### src/rtl/vector_unit_scheduler_pkg.sv
// Shared types for the vector unit scheduler: unit selector and scheduler FSM state.
package vector_unit_scheduler_pkg;

  typedef enum logic [1:0] {
    VU_ADD   = 2'd0,
    VU_SHIFT = 2'd1,
    VU_COMP  = 2'd2,
    VU_MUL   = 2'd3
  } vunit_t;

  typedef enum logic {
    ST_RUN   = 1'b0,
    ST_DRAIN = 1'b1
  } sched_state_t;

  localparam int unsigned CONFLICT_CNT_W = 16;

endpackage

### src/rtl/vsched_wb_pipe.sv
// Writeback reservation pipeline: slot 0 is the head that retires this cycle, every
// slot moves one step toward the head per clock, and new entries land after the shift.
module vsched_wb_pipe #(
  parameter int DEPTH     = 3,
  parameter int TAG_WIDTH = 4
) (
  input  logic                 clk_i,
  input  logic                 rst_n_i,
  input  logic                 flush_i,
  input  logic                 push_i,
  input  logic                 push_mul_i,
  input  logic [TAG_WIDTH-1:0] push_tag_i,
  input  logic [1:0]           push_unit_i,
  output logic                 head_valid_o,
  output logic [TAG_WIDTH-1:0] head_tag_o,
  output logic [1:0]           head_unit_o,
  output logic                 next_valid_o,
  output logic                 any_valid_o
);

  localparam int TAIL = DEPTH - 1;

  logic [DEPTH-1:0]                valid_q, valid_d;
  logic [DEPTH-1:0][TAG_WIDTH-1:0] tag_q, tag_d;
  logic [DEPTH-1:0][1:0]           unit_q, unit_d;

  // NOTE: every signal gets a default before any branch so no latch is inferred.
  always_comb begin
    valid_d = '0;
    tag_d   = '0;
    unit_d  = '0;
    for (int i = 0; i < DEPTH - 1; i++) begin
      valid_d[i] = valid_q[i+1];
      tag_d[i]   = tag_q[i+1];
      unit_d[i]  = unit_q[i+1];
    end
    if (push_i) begin
      if (push_mul_i) begin
        valid_d[TAIL] = 1'b1;
        tag_d[TAIL]   = push_tag_i;
        unit_d[TAIL]  = push_unit_i;
      end else begin
        valid_d[0] = 1'b1;
        tag_d[0]   = push_tag_i;
        unit_d[0]  = push_unit_i;
      end
    end
    if (flush_i) valid_d = '0;
  end

  // NOTE: the slot array is a handful of flops, so tags are reset along with the valids.
  always_ff @(posedge clk_i or negedge rst_n_i) begin
    if (!rst_n_i) begin
      valid_q <= '0;
      tag_q   <= '0;
      unit_q  <= '0;
    end else begin
      valid_q <= valid_d;
      tag_q   <= tag_d;
      unit_q  <= unit_d;
    end
  end

  assign head_valid_o = valid_q[0];
  assign head_tag_o   = tag_q[0];
  assign head_unit_o  = unit_q[0];
  assign next_valid_o = valid_q[1];
  assign any_valid_o  = |valid_q;

endmodule

### src/rtl/vector_unit_scheduler.sv
// Issue scheduler for four vector units sharing one writeback port; single-cycle ops
// stall when a multiply is about to claim the port, drain/flush control the pipeline.
module vector_unit_scheduler
  import vector_unit_scheduler_pkg::*;
#(
  parameter int MUL_LATENCY = 3,
  parameter int TAG_WIDTH   = 4
) (
  input  logic                      clk_i,
  input  logic                      rst_n_i,
  input  logic                      issue_valid_i,
  input  logic [1:0]                issue_unit_i,
  input  logic [TAG_WIDTH-1:0]      issue_tag_i,
  output logic                      issue_ready_o,
  output logic                      add_en_o,
  output logic                      shift_en_o,
  output logic                      comp_en_o,
  output logic                      mul_en_o,
  output logic                      wb_valid_o,
  output logic [TAG_WIDTH-1:0]      wb_tag_o,
  output logic [1:0]                wb_unit_o,
  input  logic                      flush_i,
  input  logic                      drain_i,
  output logic                      drained_o,
  output logic                      idle_o,
  output logic [CONFLICT_CNT_W-1:0] conflict_cnt_o
);

  sched_state_t              state_q, state_d;
  vunit_t                    unit;
  logic                      conflict, accept;
  logic                      head_valid, next_valid, any_valid;
  logic [CONFLICT_CNT_W-1:0] conflict_cnt_q, conflict_cnt_d;

  assign unit     = vunit_t'(issue_unit_i);
  // The entry in slot 1 reaches the head next cycle, exactly where a 1-cycle op would land.
  assign conflict = (unit != VU_MUL) && next_valid;

  // NOTE: state registers use non-blocking assignments; combinational blocks use blocking.
  always_ff @(posedge clk_i or negedge rst_n_i) begin
    if (!rst_n_i) state_q <= ST_RUN;
    else          state_q <= state_d;
  end

  always_comb begin
    state_d = state_q;
    case (state_q)
      ST_RUN:   if (drain_i)    state_d = ST_DRAIN;
      ST_DRAIN: if (!any_valid) state_d = ST_RUN;
      default:                  state_d = ST_RUN;
    endcase
  end

  always_comb begin
    issue_ready_o = rst_n_i && (state_q == ST_RUN) && !drain_i && !flush_i && !conflict;
    accept        = issue_valid_i && issue_ready_o;
    add_en_o      = accept && (unit == VU_ADD);
    shift_en_o    = accept && (unit == VU_SHIFT);
    comp_en_o     = accept && (unit == VU_COMP);
    mul_en_o      = accept && (unit == VU_MUL);
    drained_o     = (state_q == ST_DRAIN) && !any_valid;
  end

  always_comb begin
    conflict_cnt_d = conflict_cnt_q;
    if (issue_valid_i && conflict && !flush_i && (conflict_cnt_q != '1))
      conflict_cnt_d = conflict_cnt_q + 1'b1;
  end

  always_ff @(posedge clk_i or negedge rst_n_i) begin
    if (!rst_n_i) conflict_cnt_q <= '0;
    else          conflict_cnt_q <= conflict_cnt_d;
  end

  vsched_wb_pipe #(
    .DEPTH     (MUL_LATENCY),
    .TAG_WIDTH (TAG_WIDTH)
  ) u_wb_pipe (
    .clk_i        (clk_i),
    .rst_n_i      (rst_n_i),
    .flush_i      (flush_i),
    .push_i       (accept),
    .push_mul_i   (unit == VU_MUL),
    .push_tag_i   (issue_tag_i),
    .push_unit_i  (issue_unit_i),
    .head_valid_o (head_valid),
    .head_tag_o   (wb_tag_o),
    .head_unit_o  (wb_unit_o),
    .next_valid_o (next_valid),
    .any_valid_o  (any_valid)
  );

  assign wb_valid_o     = head_valid && !flush_i;
  assign idle_o         = !any_valid;
  assign conflict_cnt_o = conflict_cnt_q;

endmodule

### config.mk
export PLATFORM = sky130hd
export DESIGN_NAME = vector_unit_scheduler
export DESIGN_NICKNAME = d
export VERILOG_FILES = /design/src/rtl/vector_unit_scheduler_pkg.sv /design/src/rtl/vsched_wb_pipe.sv /design/src/rtl/vector_unit_scheduler.sv
export SDC_FILE = /design/constraint.sdc
export NUM_CORES = 1
export LEC_CHECK = 0
export ABC_AREA = 1
export CORE_ASPECT_RATIO = 0.75
export CORE_MARGIN = 2
export CORE_UTILIZATION = 25
export CTS_CLUSTER_DIAMETER = 150
export DETAILED_ROUTE_END_ITERATION = 10
export PLACE_DENSITY = 0.54
export SYNTH_ARGS = -nofsm -noshare
export SYNTH_HDL_FRONTEND = slang
export SYNTH_SLANG_ARGS = --single-unit
### constraint.sdc
create_clock -name clk_i -period 1.6 [get_ports clk_i]
set_clock_uncertainty 0.1 [all_clocks]
set_input_delay 0.32 -clock clk_i [delete_from_list [all_inputs] [get_ports clk_i]]
set_output_delay 0.32 -clock clk_i [all_outputs]
set_load 0.05 [all_outputs]
==> Word level (Yosys, flattened, before mapping) <==
Index checks and enable logic that the tools add are counted.
{ "op_classes": {"n_addsub": 1, "eq_ne": 5, "n_mux": 16, "bitwise_logic": 1, "reduce_logical": 21} }
{ "op_table": {"columns": ["operator", "n"], "rows": [
  ["16-bit by 1-bit adder with 16-bit output, second input constant", 1],
  ["4-bit two-way mux", 4],
  ["16-bit != test, second input constant", 1],
  ["1-bit logical AND", 15],
  ["2-bit two-way mux", 4],
  ["1-bit two-way mux", 6],
  ["2-bit equality test, second input constant", 2],
  ["1-bit logical NOT", 4],
  ["3-bit two-way mux", 1],
  ["3-bit OR reduction", 1],
  ["2-bit by 1-bit equality test with 1-bit output, second input constant", 1],
  ["2-bit logical NOT", 1],
  ["2-bit != test, second input constant", 1],
  ["1-bit one-hot mux with 2 select lines", 1],
  ["1-bit NOT", 1]
]} }
{ "word_totals": {"ff_bits": 38, "inputBits": 11, "output_inout_bits": 30, "elab_cells": 53} }

==> Longest topological paths before layout <==
Gate-level depths: netlist of run 1.
{ "depth": {"ltp_word": 8, "depth_mapped": 9} }

==> Modules after synthesis <==
Synthesis of run 1 repeated with hierarchy kept, for this count alone.
{ "hier_totals": {"cells_unflattened": 240, "area_unflattened_um2": 1886.8} }
{ "modules_own_cells": {"columns": ["mod", "n_inst", "cells_each", "area_each_um2", "seq_area_each_um2"], "rows": [
  ["vector_unit_scheduler", 1, 171, 1147.4, 425.4],
  ["vsched_wb_pipe", 1, 69, 739.5, 525.5]
]} }

==> Worst setup path after synthesis of run 1 <==
OpenSTA, ideal clock, no wires.
{ "synth_timing": {"path_kind": "flip-flop to output port", "start": "register state_q", "end": "output port add_en_o", "arrival_ns": 2.052, "t_required_ns": 1.180, "setup_slack_ns": -0.872, "stages_incl_launch_ff": 8, "path_buffers": 1, "path_cell_list": "dfrtp_1 -> inv_1 -> nand2_1 -> nor2_1 -> and2_4 -> nand2_4 -> buf_6 -> nor3_1"} }
{ "synth_between": {"elab_chain_cells": 7} }
{ "synth_rtl": {"columns": ["item", "line", "text"], "rows": [
  ["start: declaration", "vector_unit_scheduler.sv:29", "sched_state_t state_q, state_d;"],
  ["start signal: assignment", "vector_unit_scheduler.sv:42", "else state_q <= state_d;"],
  ["1-bit NOT", "vector_unit_scheduler.sv:55", "issue_ready_o = rst_n_i && (state_q == ST_RUN) && !drain_i && !flush_i && !conflict;"],
  ["1-bit logical AND (4 in a row)", "vector_unit_scheduler.sv:55", null],
  ["named net issue_ready_o", "vector_unit_scheduler.sv:14", "output logic issue_ready_o,"],
  ["1-bit logical AND", "vector_unit_scheduler.sv:56", "accept = issue_valid_i && issue_ready_o;"],
  ["1-bit logical AND", "vector_unit_scheduler.sv:57", "add_en_o = accept && (unit == VU_ADD);"],
  ["end: declaration", "vector_unit_scheduler.sv:15", "output logic add_en_o,"]
]} }
The timed path passes the listed nets, and every way through them passes these cells.

==> Final worst setup path of run 1 <==
{ "layout_timing": {"start": "register state_q", "end": "output port mul_en_o"} }
{ "layout_between": {"elab_chain_cells": 7} }
{ "layout_rtl": {"columns": ["item", "line", "text"], "rows": [
  ["1-bit NOT", "vector_unit_scheduler.sv:55", null],
  ["1-bit logical AND (4 in a row)", "vector_unit_scheduler.sv:55", null],
  ["1-bit logical AND", "vector_unit_scheduler.sv:56", null],
  ["1-bit logical AND", "vector_unit_scheduler.sv:60", "mul_en_o = accept && (unit == VU_MUL);"],
  ["end: declaration", "vector_unit_scheduler.sv:18", "output logic mul_en_o,"]
]} }
No other way between the ends.

==> key figures, run 1 <==
Place
  • Buffers on Ports: 40
  • Placed Cells: 395
  • Placer Congestion: roughly 0.77
  • Post-DP HPWL: ~3500 microns
  • Placed inst area: just under 0.003 sq mm

Cells and area
  • Syn-to-layout area delta: 70.1%
  • Layout cells sized above 1: roughly two fifths
  • Finished Layout Cells: 408
  • Util after Layout: between 40% and 50%
  • Final net count: ~320
  • Design area: between 0.003 and 0.004 sq mm
  • Ant. Diodes: 0

Floorplan
  • Width of the die: ~100 microns
  • Die area: approximately 0.008 sq mm
  • Initial Util: between 20% and 30%
  • Core area: 0.00723 sq mm
  • Die height: a little under 80 microns
  • Row count: 27
  • I/O pins: 41

Critical path
  • Critical path startpoint category: flop
  • CP max-delay cell: dfrtp_1
  • Crit path from: state_q$_DFF_PN0_
  • Setup Crit Path Kind: flop to output pin
  • Crit. End Element: output pin
  • Critical path's largest stage delay: around 0.38 ns
  • Crit path depth: 8
  • Max FO, Critical Path: 4
  • CP cell instances: inv_2 -> nand2_2 -> nor2_2 -> and2_4 -> nand2_8 -> buf_12 -> nor2_4 -> buf_12
  • Reg2Reg Depth: 10
  • WP data arrival: approximately 1.5 ns
  • Buffers plus inverters on the worst setup path: 3
  • Top Family by Delay on Critical Path: simple AND/OR/NAND/NOR gates
  • Crit-path most repeated cell: buf_12
  • Worst endpoint required time: roughly 1.2 ns
  • Worst R2R Start: state_q$_DFF_PN0_

Outcome
  • Status: finished, violations left
  • Failing checks: negative hold slack, negative setup slack

Global routing
  • GRT met3 Usage: 2.67%
  • First-pass GRT wire length: between 7000 and 8000 microns
  • Number of global-route vias before repair: around 1.6k
  • Gr busiest metal: met1
  • Initial antenna violation count: 0
  • Gr ovfl total: 0
  • Largest net degree at the start of global routing: 37
  • GR Layer Usage met2: 17.2%
  • Grt met1 use: ~18%
  • Total GRT Usage: between 10% and 20%

Timing
  • Slew HR: roughly 69%
  • Final setup margin: -0.297 ns
  • Endpoints failing setup: 7
  • Highest clock rate: 527 MHz
  • WHS: -0.00792 ns
  • Slew @ Worst Pin: between 0.4 and 0.5 ns
  • Final hold violations: 30
  • Minimum clock period: roughly 1.9 ns
  • Final worst path period share: 119%
  • RSZ-0062 raised after global routing: yes
  • Final Max Slew Viols: 0

Synth
  • Post-synth top cells: nand2_1 (74), dfrtp_1 (36), inv_1 (31), nor2_1 (25), o21ai_0 (13)
  • Syn Area/Cell: 7.87 sq um
  • Synth warn: 0
  • Sequential fraction of the synthesis area: 49.1%
  • Async set-or-reset flop fraction in the synthesized netlist: 100%
  • Post-synthesis adder-cell area fraction: less than 1%
  • Count leader, synth: nand2_1
  • Post-synth net total: 245
  • Cells after Synth: 233
  • Synth Area in Compound Gates: just under 6%
  • Synth Area in XOR/XNOR: 2.39%
  • Synth top area share: between 40% and 50%
  • Number of synthesized flops with an enable pin: 0
  • Dominant cell type by area after synthesis: dfrtp_1
  • Distinct cells, synth: 23
  • Largest family of logic cells by synthesized area: simple AND/OR/NAND/NOR gates
  • Yosys reg bits: 36
  • Synth top area cells: dfrtp_1 (49%), nand2_1 (15%), inv_1 (6.3%)
  • Post-Synth Simple-Gate Area: 32.0%
  • Mux cell area share after synthesis: 0%
  • Top FF cell, synth: dfrtp_1
  • Synth Cell Area: roughly 0.0018 sq mm

Clock network
  • Worst skew pair latency: approximately 0.28 ns
  • CTS root buf: clkbuf_8
  • Total CTS buffers: 5
  • CTS tree: done
  • Clock tree buffer depth: 2
  • Hold Buf Count CTS: 0
  • CTS HTree Levels: 2
  • Total clock sinks: 36
  • Clock-pin transition on the worst setup and hold timing paths: around 0.07 ns

Drt
  • # DRC: 0
  • Pre-antenna DRT Iters: 4
  • Via count: 1671
  • Final ANT Viol Nets: 0
  • Drt total wl: ~4600 microns
  • WL/cell: between 10 and 15 microns
  • First DRT Iteration DRCs: around 50
  • Via density: 4.10

Power
  • PwrDens: about 700 mW/mm^2
  • VDD IR-drop max: approximately 0.74 mV
  • Tot Pwr: approximately 2.2 mW
  • Leakage power: 1.40 nW

Flow run
  • Max_cap viols: 0

Worst hold path
  • Worst hold path class: input port to asynchronous set/reset pin
[worst register-to-register path, delay by kind of cell (launching register included)]
family	cells	cell delay [ns]
flip-flops	1	0.38
AND/OR/NAND/NOR	5	0.52
buffers and inverters	4	0.37
AO/OA/AOI/OAI	1	0.08
[metrics by stage]
stage | setup TNS [ns] | setup WS (ns)
4_1_cts | -1.81 | -0.385
2_1_floorplan | -1.26 | -0.248
5_1_grt | -2.23 | -0.396
3_3_place_gp | -8.20 | -0.385
6_report | -1.47 | -0.297
3_5_place_dp | -9.61 | -0.469
[cell usage in the layout (no fill, tap or decap), types with 3 or more instances in the layout]
cell | Yosys | routed
buf_4 | 6 | 28
clkbuf_8 | 0 | 5
dfrtp_2 | 0 | 16
buf_12 | 0 | 31
clkdlybuf4s50_1 | 0 | 5
nand2_2 | 2 | 5
nand4_1 | 5 | 5
nor3_4 | 0 | 4
nand3b_1 | 3 | 3
nor2_4 | 0 | 4
o21ai_1 | 1 | 3
o21ai_0 | 13 | 11
nor3_1 | 8 | 4
o21ai_2 | 3 | 3
xnor2_1 | 3 | 3
nand3_1 | 8 | 8
nor2_2 | 4 | 8
inv_1 | 31 | 29
dfrtp_1 | 36 | 20
dlygate4sd2_1 | 0 | 4
nor2_1 | 25 | 17
nand2_1 | 74 | 70
buf_6 | 2 | 4
[repair_timing]
item | 4_1_cts | 5_1_grt
endpoints found under the setup margin | 15 | 25
setup buffers | 2 | 3
cloned | 0 | 1
resized for setup | 10 | 20
pin swaps | 9 | 9
[cells by family (layout without fill, tap and decap cells)]
| logic type | count (synthesis) | after routing |
|---|---|---|
| adders and majority gates | 1 | 1 |
| xor gates and xnor gates | 5 | 5 |
| and+or+nand+nor | 133 | 134 |
| AOI/OAI and AO/OA | 19 | 19 |
| DFF | 36 | 36 |
| buffers and inverters | 39 | 112 |
[layer usage]
| metal | wire length (microns) | vias to the layer above |
|---|---|---|
| met4 | 62 | 0 |
| li1 | - | 869 |
| met5 | 0 | - |
| met1 | 2440 | 775 |
| met2 | 1990 | 23 |
| met3 | 130 | 4 |
[flip-flops by register name (all words and copies together) (netlist names)]
name                   count
u_wb_pipe.head_tag_o       4
conflict_cnt_o            16
u_wb_pipe.unit_q           1
u_wb_pipe.unit_d           1
u_wb_pipe.valid_q          3
u_wb_pipe.head_unit_o      2
state_q                    1
u_wb_pipe.tag_d            4
u_wb_pipe.tag_q            4
[layout make-up]
cell class | instances | area (sq um)
inverter | 31 | 116
clock buffer | 5 | 68.8
tap | 101 | 126
multi-input combinational | 159 | 897
clock inverter | 3 | 23.8
fill | 711 | 4110
timing repair buffer | 73 | 966
sequential | 36 | 921
[path summary, 6_finish.rpt]
path                                                      to  slack, ns
hold / removal                 u_wb_pipe.unit_d[3]$_DFF_PN0_     -0.008
setup reg to reg           u_wb_pipe.head_tag_o[3]$_DFF_PN0_       0.05
setup / recovery                                    mul_en_o      -0.30
hold reg to reg                 u_wb_pipe.tag_q[5]$_DFF_PN0_       0.25
min in group clk_i              u_wb_pipe.tag_q[5]$_DFF_PN0_       0.25
max in group asynchronous     conflict_cnt_o[15]$_DFFE_PN0P_       1.05
[power by group]
part / total [mW] / internal (mW) / leakage, nW / switching (mW)
sequential: 0.970 / 0.943 / 0.459 / 0.0271
clock: 0.666 / 0.309 / 0.0404 / 0.357
combinational: 0.556 / 0.269 / 0.896 / 0.288
No activity file was read; power rests on OpenSTA's default activity.
==> inputs of run 2 (changes only) <==
CORE_UTILIZATION = 45   (was 25)
PLACE_DENSITY = 0.82   (was 0.54)
==> key figures, run 2 (same netlist as run 1, synthesis figures left out) <==
Cells and area
  • Fillers: 180 (was 711)
  • Storage cell area: 921 sq um (unchanged)
  • Finished Layout Cells: 380 (was 408)
  • Max FFs per register: 16 (unchanged)
  • Area of the multi-input gates: 978 sq um (was 897 sq um)
  • Util after Layout: 83.3% (was 43.1%)
  • Layout cells sized above 1: 47.7% (was 39.4%)
  • Commonest cells after routing, fill and taps aside: nand2_1 (58), buf_4 (44), buf_12 (31) (was nand2_1 (70), buf_12 (31), inv_1 (29))
  • Ant. Diodes: 0 (unchanged)
  • Design area: 0.00331 sq mm (was 0.00312 sq mm)
  • Final net count: 336 (was 318)
  • Syn-to-layout area delta: 80.6% (was 70.1%)
  • Most common cell after layout, fill and taps aside: nand2_1 (unchanged)

Clock network
  • CTS root buf: clkbuf_8 (unchanged)
  • Clock tree buffer depth: 2 (unchanged)
  • Total CTS buffers: 5 (unchanged)
  • Hold Buf Count CTS: 0 (unchanged)
  • CTS HTree Levels: 2 (unchanged)
  • Worst skew pair latency: 0.31 ns (was 0.28 ns)
  • Total clock sinks: 36 (unchanged)
  • CTS tree: done (unchanged)
  • Clock-pin transition on the worst setup and hold timing paths: 0.09 ns (was 0.07 ns)

Critical path
  • Top Family by Delay on Critical Path: simple AND/OR/NAND/NOR gates (unchanged)
  • Max FO, Critical Path: 6 (was 4)
  • Worst endpoint required time: 1.18 ns (about the same)
  • CP cell instances: inv_2 -> nand2_1 -> nor2_1 -> and2_4 -> nand2_8 -> nor3_4 -> buf_12 (was inv_2 -> nand2_2 -> nor2_2 -> and2_4 -> nand2_8 -> buf_12 -> nor2_4 -> buf_12)
  • CP max-delay cell: dfrtp_1 (unchanged)
  • Setup Crit Path Kind: flop to output pin (unchanged)
  • Critical path startpoint category: flop (unchanged)
  • Crit. End Element: output pin (unchanged)
  • WP data arrival: 1.60 ns (was 1.48 ns)
  • Buffers plus inverters on the worst setup path: 2 (was 3)
  • Critical path's largest stage delay: 0.41 ns (was 0.38 ns)

Drt
  • Drt total wl: 7710 microns (was 4630 microns)
  • # DRC: 0 (unchanged)
  • Via density: 5.67 (was 4.10)
  • WL/cell: 20.3 microns (was 11.3 microns)
  • Via count: 2154 (was 1671)
  • Final ANT Viol Nets: 0 (unchanged)
  • First DRT Iteration DRCs: 377 (was 51)
  • Pre-antenna DRT Iters: 5 (was 4)

Timing
  • Final worst path period share: 126% (was 119%)
  • RSZ-0062 raised after global routing: yes (unchanged)
  • Minimum clock period: 2.02 ns (was 1.90 ns)
  • Slew HR: 68.8% (about the same)
  • Setup TNS: -4.43 ns (was -1.47 ns)
  • Highest clock rate: 495 MHz (was 527 MHz)
  • Final setup margin: -0.421 ns (was -0.297 ns)
  • Slew @ Worst Pin: 0.468 ns (was 0.467 ns)
  • Endpoints failing setup: 24 (was 7)
  • Final Max Slew Viols: 0 (unchanged)
  • Final hold violations: 0 (was 30)
  • WHS: 0.107 ns (was -0.00792 ns)

Global routing
  • First-pass GRT wire length: 10800 microns (was 7690 microns)
  • Total GRT Usage: 32.1% (was 12.3%)
  • Gr ovfl total: 0 (unchanged)
  • Largest net degree at the start of global routing: 37 (unchanged)
  • Number of global-route vias before repair: 2187 (was 1578)
  • Initial antenna violation count: 0 (unchanged)

Outcome
  • Status: finished, violations left (unchanged)
  • Failing checks: negative setup slack (was negative hold slack, negative setup slack)

Floorplan
  • Core area: 0.00398 sq mm (was 0.00723 sq mm)
  • Width of the die: 77.7 microns (was 103 microns)
  • Die height: 59.3 microns (was 78.2 microns)
  • Die area: 0.00461 sq mm (was 0.00805 sq mm)
  • Row count: 20 (was 27)
  • Initial Util: 46.1% (was 25.4%)
  • I/O pins: 41 (unchanged)

Power
  • Leakage power: 1.54 nW (was 1.40 nW)
  • PwrDens: 721 mW/mm^2 (was 703 mW/mm^2)
  • VDD IR-drop max: 0.632 mV (was 0.737 mV)

Place
  • Post-DP HPWL: 3570 microns (was 3450 microns)
  • Placer Congestion: 0.860 (was 0.767)
  • Buffers on Ports: 40 (unchanged)
  • Placed inst area: 0.00282 sq mm (was 0.00290 sq mm)
  • Placed Cells: 344 (was 395)

Worst hold path
  • Worst hold path class: input port to asynchronous set/reset pin (unchanged)

Flow run
  • Max_cap viols: 0 (unchanged)
[run 2: worst paths after layout]
path	start	endpoint	slack, ns	cells past startpoint
worst max-delay path	state_q$_DFF_PN0_	comp_en_o	-0.42	7
worst min-delay path	rst_n_i	state_q$_DFF_PN0_	0.11	2
worst max register to register	u_wb_pipe.valid_q[1]$_DFF_PN0_	conflict_cnt_o[8]$_DFFE_PN0P_	-0.21	7
worst min register to register	u_wb_pipe.tag_d[5]$_DFF_PN0_	u_wb_pipe.tag_q[5]$_DFF_PN0_	0.25	0
max in group asynchronous	rst_n_i	conflict_cnt_o[11]$_DFFE_PN0P_	0.94	2
min in group clk_i	flush_i	u_wb_pipe.valid_q[1]$_DFF_PN0_	0.23	3
[run 2: what timing repair did]
action | in CTS | in global routing
gates cloned | 1 | 0
buffers inserted | 23 | 8
pin swaps | 9 | 20
resized for setup | 29 | 38
setup endpoints to repair | 19 | 24
hold endpoints to repair | 0 | 0
[run 2: stage by stage]
step / total power, mW / setup WS (ns)
3_3_place_gp: 1.47 / -0.366
3_5_place_dp: 1.48 / -0.433
5_1_grt: 2.44 / -0.472
4_1_cts: 2.24 / -0.416
6_report: 2.39 / -0.421
2_1_floorplan: 1.22 / -0.248
[run 2: worst register-to-register path: cells and delay by family (launching register included)]
kind                      cells  cell delay (ns)
DFF                           1             0.39
and+or+nand+nor               3             0.67
xor gates and xnor gates      1             0.21
buffers and inverters         3             0.36
[run 2: final cells by class]
type / instances / area share, %
Clock buffer: 5 / 2.08
Clock inverter: 3 / 0.718
Sequential cell: 36 / 27.8
Multi-Input combinational cell: 158 / 29.5
Tap cell: 55 / 2.08
Inverter: 31 / 3.51
Timing Repair Buffer: 92 / 34.3
[run 2: where the power goes]
part / switching, mW / leakage, nW / internal, mW
Combinational: 0.368 / 1.04 / 0.341
Clock: 0.392 / 0.0404 / 0.309
Sequential: 0.0377 / 0.459 / 0.943
Total: 0.798 / 1.54 / 1.59
[run 2: routing by layer]
layer	global-route usage [%]	up-vias	part of all wire, %
met4	20.9	0	7.8
li1	-	904	-
met2	55.8	187	48
met5	0	-	0
met1	35.0	998	35
met3	9.30	65	10
==> inputs of run 3 (changes only) <==
SLEW_MARGIN = 20   (was not set)
==> results of run 3 <==
Final layout, timing and power as in run 2 (identical DEF).
